### config.mk
export PLATFORM = sky130hd
export DESIGN_NAME = hilo_muldiv_unit
export DESIGN_NICKNAME = d
export VERILOG_FILES = /design/src/rtl/hilo_muldiv_unit.sv
export SDC_FILE = /design/constraint.sdc
export NUM_CORES = 1
export LEC_CHECK = 0
export CORE_MARGIN = 2
export CORE_UTILIZATION = 45
export DETAILED_ROUTE_END_ITERATION = 6
export PLACE_DENSITY = 0.69
export SLEW_MARGIN = 20
export SYNTH_ARGS = -nofsm -noshare
export SYNTH_HDL_FRONTEND = slang
export SYNTH_SLANG_ARGS = --single-unit
### constraint.sdc
create_clock -name Clk -period 14.4 [get_ports Clk]
set_clock_uncertainty 0.2 [all_clocks]
set_input_delay 3.6 -clock Clk [delete_from_list [all_inputs] [get_ports Clk]]
set_output_delay 3.6 -clock Clk [all_outputs]
set_load 0.005 [all_outputs]
### src/rtl/hilo_muldiv_unit.sv
// rtl/hilo_muldiv_unit.sv - multi-cycle multiply/divide engine owning the Hi/Lo register pair
// Shift-add multiply (BITS_PER_CYCLE bits/step) and restoring divide (1 bit/step), sign fixed at the end.
module hilo_muldiv_unit #(
  parameter int WIDTH          = 32,
  parameter int BITS_PER_CYCLE = 1
) (
  input  logic             Clk,
  input  logic             Rst,
  input  logic             Start,
  input  logic [2:0]       Op,
  input  logic [WIDTH-1:0] A,
  input  logic [WIDTH-1:0] B,
  input  logic             ReadReq,
  output logic             Busy,
  output logic             Stall,
  output logic             Done,
  output logic             DivZero,
  output logic [WIDTH-1:0] Hi,
  output logic [WIDTH-1:0] Lo
);

  localparam int CW = $clog2(WIDTH + 1);
  localparam logic [CW-1:0] MUL_STEPS = CW'(WIDTH / BITS_PER_CYCLE);
  localparam logic [CW-1:0] DIV_STEPS = CW'(WIDTH);

  typedef enum logic [1:0] {IDLE, RUN, FIX} state_t;

  state_t               state_q, state_d;
  logic [CW-1:0]        cnt_q, cnt_d;
  logic [2*WIDTH-1:0]   acc_q, acc_d;
  logic [WIDTH-1:0]     opnd_q, opnd_d;
  logic                 is_div_q, is_div_d;
  logic                 neg_res_q, neg_res_d;
  logic                 neg_rem_q, neg_rem_d;
  logic                 dz_q, dz_d;
  logic [WIDTH-1:0]     hi_q, hi_d;
  logic [WIDTH-1:0]     lo_q, lo_d;
  logic                 done_q, done_d;
  logic                 divzero_q, divzero_d;

  logic                        is_signed, a_neg, b_neg;
  logic [WIDTH-1:0]            a_mag, b_mag;
  logic [WIDTH+BITS_PER_CYCLE-1:0] partial, upper_sum;
  logic [2*WIDTH-1:0]          mul_next, div_next, prod;
  logic [WIDTH:0]              shifted, diff;
  logic [WIDTH-1:0]            quot, rem;

  // acc holds {partial_product, remaining multiplier} for multiply and {remainder, dividend/quotient} for divide.
  always_comb begin
    partial = '0;
    for (int i = 0; i < BITS_PER_CYCLE; i++) begin
      if (acc_q[i]) partial = partial + ({{BITS_PER_CYCLE{1'b0}}, opnd_q} << i);
    end
    upper_sum = {{BITS_PER_CYCLE{1'b0}}, acc_q[2*WIDTH-1:WIDTH]} + partial;
    mul_next  = {upper_sum, acc_q[WIDTH-1:BITS_PER_CYCLE]};
    shifted   = {acc_q[2*WIDTH-1:WIDTH], acc_q[WIDTH-1]};
    diff      = shifted - {1'b0, opnd_q};
    div_next  = diff[WIDTH] ? {shifted[WIDTH-1:0], acc_q[WIDTH-2:0], 1'b0}
                            : {diff[WIDTH-1:0], acc_q[WIDTH-2:0], 1'b1};
  end

  always_comb begin
    is_signed = (Op == 3'b000) || (Op == 3'b010);
    a_neg     = is_signed & A[WIDTH-1];
    b_neg     = is_signed & B[WIDTH-1];
    a_mag     = a_neg ? (~A + 1'b1) : A;
    b_mag     = b_neg ? (~B + 1'b1) : B;
    prod      = neg_res_q ? (~acc_q + 1'b1) : acc_q;
    quot      = neg_res_q ? (~acc_q[WIDTH-1:0] + 1'b1) : acc_q[WIDTH-1:0];
    rem       = neg_rem_q ? (~acc_q[2*WIDTH-1:WIDTH] + 1'b1) : acc_q[2*WIDTH-1:WIDTH];
  end

  always_comb begin
    state_d   = state_q;
    cnt_d     = cnt_q;
    acc_d     = acc_q;
    opnd_d    = opnd_q;
    is_div_d  = is_div_q;
    neg_res_d = neg_res_q;
    neg_rem_d = neg_rem_q;
    dz_d      = dz_q;
    hi_d      = hi_q;
    lo_d      = lo_q;
    done_d    = 1'b0;
    divzero_d = 1'b0;
    case (state_q)
      IDLE: begin
        if (Start) begin
          case (Op)
            3'b000, 3'b001: begin
              acc_d     = {{WIDTH{1'b0}}, b_mag};
              opnd_d    = a_mag;
              is_div_d  = 1'b0;
              neg_res_d = a_neg ^ b_neg;
              neg_rem_d = 1'b0;
              dz_d      = 1'b0;
              cnt_d     = MUL_STEPS;
              state_d   = RUN;
            end
            3'b010, 3'b011: begin
              acc_d     = {{WIDTH{1'b0}}, a_mag};
              opnd_d    = b_mag;
              is_div_d  = 1'b1;
              neg_res_d = a_neg ^ b_neg;
              neg_rem_d = a_neg;
              dz_d      = (B == '0);
              cnt_d     = DIV_STEPS;
              state_d   = RUN;
            end
            3'b100:  hi_d = A;
            3'b101:  lo_d = A;
            default: ;
          endcase
        end
      end
      RUN: begin
        acc_d = is_div_q ? div_next : mul_next;
        cnt_d = cnt_q - 1'b1;
        if (cnt_q == CW'(1)) state_d = FIX;
      end
      FIX: begin
        // A zero divisor leaves the dividend magnitude in the remainder, so Hi recovers A after sign fix.
        if (is_div_q) begin
          lo_d = dz_q ? '1 : quot;
          hi_d = rem;
        end else begin
          lo_d = prod[WIDTH-1:0];
          hi_d = prod[2*WIDTH-1:WIDTH];
        end
        done_d    = 1'b1;
        divzero_d = is_div_q & dz_q;
        state_d   = IDLE;
      end
      default: state_d = IDLE;
    endcase
  end

  always_ff @(posedge Clk or posedge Rst) begin
    if (Rst) begin
      state_q   <= IDLE;
      cnt_q     <= '0;
      acc_q     <= '0;
      opnd_q    <= '0;
      is_div_q  <= 1'b0;
      neg_res_q <= 1'b0;
      neg_rem_q <= 1'b0;
      dz_q      <= 1'b0;
      hi_q      <= '0;
      lo_q      <= '0;
      done_q    <= 1'b0;
      divzero_q <= 1'b0;
    end else begin
      state_q   <= state_d;
      cnt_q     <= cnt_d;
      acc_q     <= acc_d;
      opnd_q    <= opnd_d;
      is_div_q  <= is_div_d;
      neg_res_q <= neg_res_d;
      neg_rem_q <= neg_rem_d;
      dz_q      <= dz_d;
      hi_q      <= hi_d;
      lo_q      <= lo_d;
      done_q    <= done_d;
      divzero_q <= divzero_d;
    end
  end

  assign Busy    = (state_q != IDLE);
  assign Stall   = Busy & (Start | ReadReq);
  assign Done    = done_q;
  assign DivZero = divzero_q;
  assign Hi      = hi_q;
  assign Lo      = lo_q;

endmodule

==> results_dict.tcl <==
set metrics [dict create \
    place_area_um2 16200 \
    slew_headroom 0.290 \
    yosysWarningCount 0 \
    worst_r2r_path_depth 13 \
    synthTopCellsByCount "225 x nand2_1, 186 x o21ai_0, 180 x nor2_1, 174 x dfrtp_1, 144 x a21oi_1" \
    via_per_inst 6.28 \
    yosysMostFrequentCell "nand2_1" \
    root_buffer "clkbuf_16" \
    yosysSeqAreaShare 0.299 \
    setup_viol_count_final 0 \
    maxCapViolCount 0 \
    crit_chain "clkdlybuf4s50_1, nor2_1, nor2_1, clkdlybuf4s50_1" \
    p_int_w 0.00216 \
    wl_per_cell_um 22.4 \
    fp.coreArea_um2 31700 \
    syn_area_um2 14600 \
    ys.flop_type "dfrtp_1" \
    required_ns 10.60 \
    syn-num-nets 2007 \
    worstSetupPathDepth 4 \
    finalPower_w 0.00426 \
    fmax_mhz 117 \
    drt_iter0_drc 1665 \
    rsz0062_at_grt "no" \
    worstPathMaxFanout 4 \
    yosys.area.top_type "dfrtp_1" \
    drive_above_1_share 0.0407 \
    yosys.cell_types.count 71 \
    num-fill-cells 3051 \
    num-nets-final 2069 \
    cts_post_setup_buffers_inserted 0 \
    criticalPathCategory "in -> out" \
    avgSynthCellArea_um2 7.81 \
    seqPwrFrac 0.254 \
    comb_power_share 0.627 \
    power.share.clock 0.119 \
    dp_hpwl_um 39400 \
    p_switching_w 0.00211 \
    antenna_found_initial 0 \
    die_w_um 184 \
    clock_sinks 174 \
    cts_max_level 4 \
    diodes 0 \
    first_global_vias 13700 \
    finalHoldViolCount 0 \
    regArea_um2 4360 \
    fin_setup_tns_ns 0 \
    max_stage_delay_ns 0.52 \
    period_needed_ns 8.56 \
    grt_pass1_wl_um 80100 \
    rows 65 \
    via_count 14700 \
    clk_latency_ns 0.46 \
    switching_share 0.495 \
    synth_top_area_frac 0.299 \
    leakagePower_nw 6.91 \
    cts_hold_buf 0 \
    cts_tree "yes" \
    grt_max_degree 105 \
    post-route-period-util 0.595 \
    arrival_ns 4.76 \
    gp_congestion 0.960 \
    status "completed" \
    cts_buffer_depth 2 \
    cpMaxStageDelayCell "clkdlybuf4s50_1" \
    start_kind "input port" \
    numCtsBuffers 17 \
    maxSlewViolCount 0 \
    drc 0 \
    synth-edff-count 0 \
    clkTransAtPathRegs_ns 0.09 \
    worst_slew_pin_slew_ns 1.07 \
    power_density_nw_per_um2 254 \
    io_buffers 138 \
    ir_drop_uv 178 \
    synth-seq-cells 174 \
    ctsResizeCount 0 \
    boundaryPins 139 \
    synthTopCellsByArea "dfrtp_1 30%, o21ai_0 6.4%, ha_1 6.0%, nand2_1 5.8%, xnor2_1 5.8%" \
    synthToLayoutAreaGrowth_pct 15.4 \
    overflow 0 \
    routed_wl_um 52400 \
    min_path_type "reg -> reg" \
    syn_inst 1864 \
    path_buf_inv 2 \
    cp_top_family "buffers and inverters" \
    antenna_left 0 \
    start_util 0.459 \
    grt_usage 0.309 \
    die_h_um 184 \
    fin_area_um2 16800 \
    async_reset_ff_frac 1.00 \
    multiInputGateArea_um2 9550 \
    whs_path_depth 2 \
    first_pass_iters 5 \
    dieArea_um2 33800 \
    worst_setup_path_end_kind "output port" \
]
registers in the layout, indices dropped and copies added (netlist names):
name	count
Lo	32
neg_rem_q	1
is_div_q	1
neg_res_q	1
Done	1
state_q	2
acc_q	64
cnt_q	6
dz_q	1
Hi	32
opnd_q	32
DivZero	1
cell families (layout without fill, tap and decap cells):
kind of cell,after synthesis,after routing,synth area share
AND/OR/NAND/NOR,612,612,0.193
flip-flops,174,174,0.299
buffers and inverters,177,252,0.0470
XOR/XNOR,168,168,0.101
multiplexers,55,55,0.0379
adder cells (fa/ha/maj),72,72,0.0629
AO/OA/AOI/OAI,606,606,0.259
per-stage QoR:
stage,hold slack (ns),utilization,cells,worst slack [ns]
global route,0.307,0.530,2341,5.77
finish,0.273,0.530,2341,5.84
CTS,0.279,0.530,2341,5.84
global placement,0.254,0.510,2309,5.83
floorplan,0.240,-,1864,5.88
detailed placement,0.260,0.510,2309,5.84
worst min-delay path: stages (launching register included):
cell and delay, ns:
dfrtp_1 0.35, nand2_1 0.05, nand2_1 0.05
worst paths after layout:
path	startpoint	endpoint	slack (ns)
max	Start	Stall	5.84
min	Lo[2]$_DFFE_PP0P_	Lo[2]$_DFFE_PP0P_	0.27
max reg2reg	acc_q[0]$_DFFE_PP0P_	acc_q[62]$_DFFE_PP0P_	10.02
min reg2reg	Lo[2]$_DFFE_PP0P_	Lo[2]$_DFFE_PP0P_	0.27
max in group asynchronous	Rst	is_div_q$_DFFE_PP0P_	8.83
min in group asynchronous	Rst	Hi[29]$_DFFE_PP0P_	3.53
cells in the final DEF (no fill, tap or decap), types with 61 or more instances in the layout:
cell type,count
nor2_1,179
ha_1,70
o21ai_0,186
inv_1,61
xnor2_1,96
xor2_1,72
dfrtp_1,173
nand2_1,225
a21oi_1,143
clkdlybuf4s50_1,138
layout make-up:
| class | instances | share of cell area |
|---|---|---|
| Clock buffer | 18 | 0.0261 |
| Sequential cell | 174 | 0.259 |
| Tap cell | 402 | 0.0299 |
| Timing Repair Buffer | 157 | 0.0907 |
| Inverter | 63 | 0.0144 |
| Clock inverter | 14 | 0.0112 |
| Multi-Input combinational cell | 1513 | 0.568 |
power by group through the flow:
stage | Sequential (W) | Combinational (W) | Clock, W
2_1_floorplan | 0.000904 | 0.00197 | 0
3_3_place_gp | 0.00107 | 0.00258 | 0
3_5_place_dp | 0.00107 | 0.00263 | 0
4_1_cts | 0.00106 | 0.00264 | 0.000509
5_1_grt | 0.00110 | 0.00296 | 0.000526
6_report | 0.00108 | 0.00267 | 0.000508
routing by layer:
metal,up-vias,share of wire,track usage
met4,0,0.034,0.108
met1,6990,0.44,0.433
met5,-,0,0
met2,768,0.44,0.475
li1,6851,-,-
met3,99,0.093,0.0602
(Power assumes the default switching activity.)
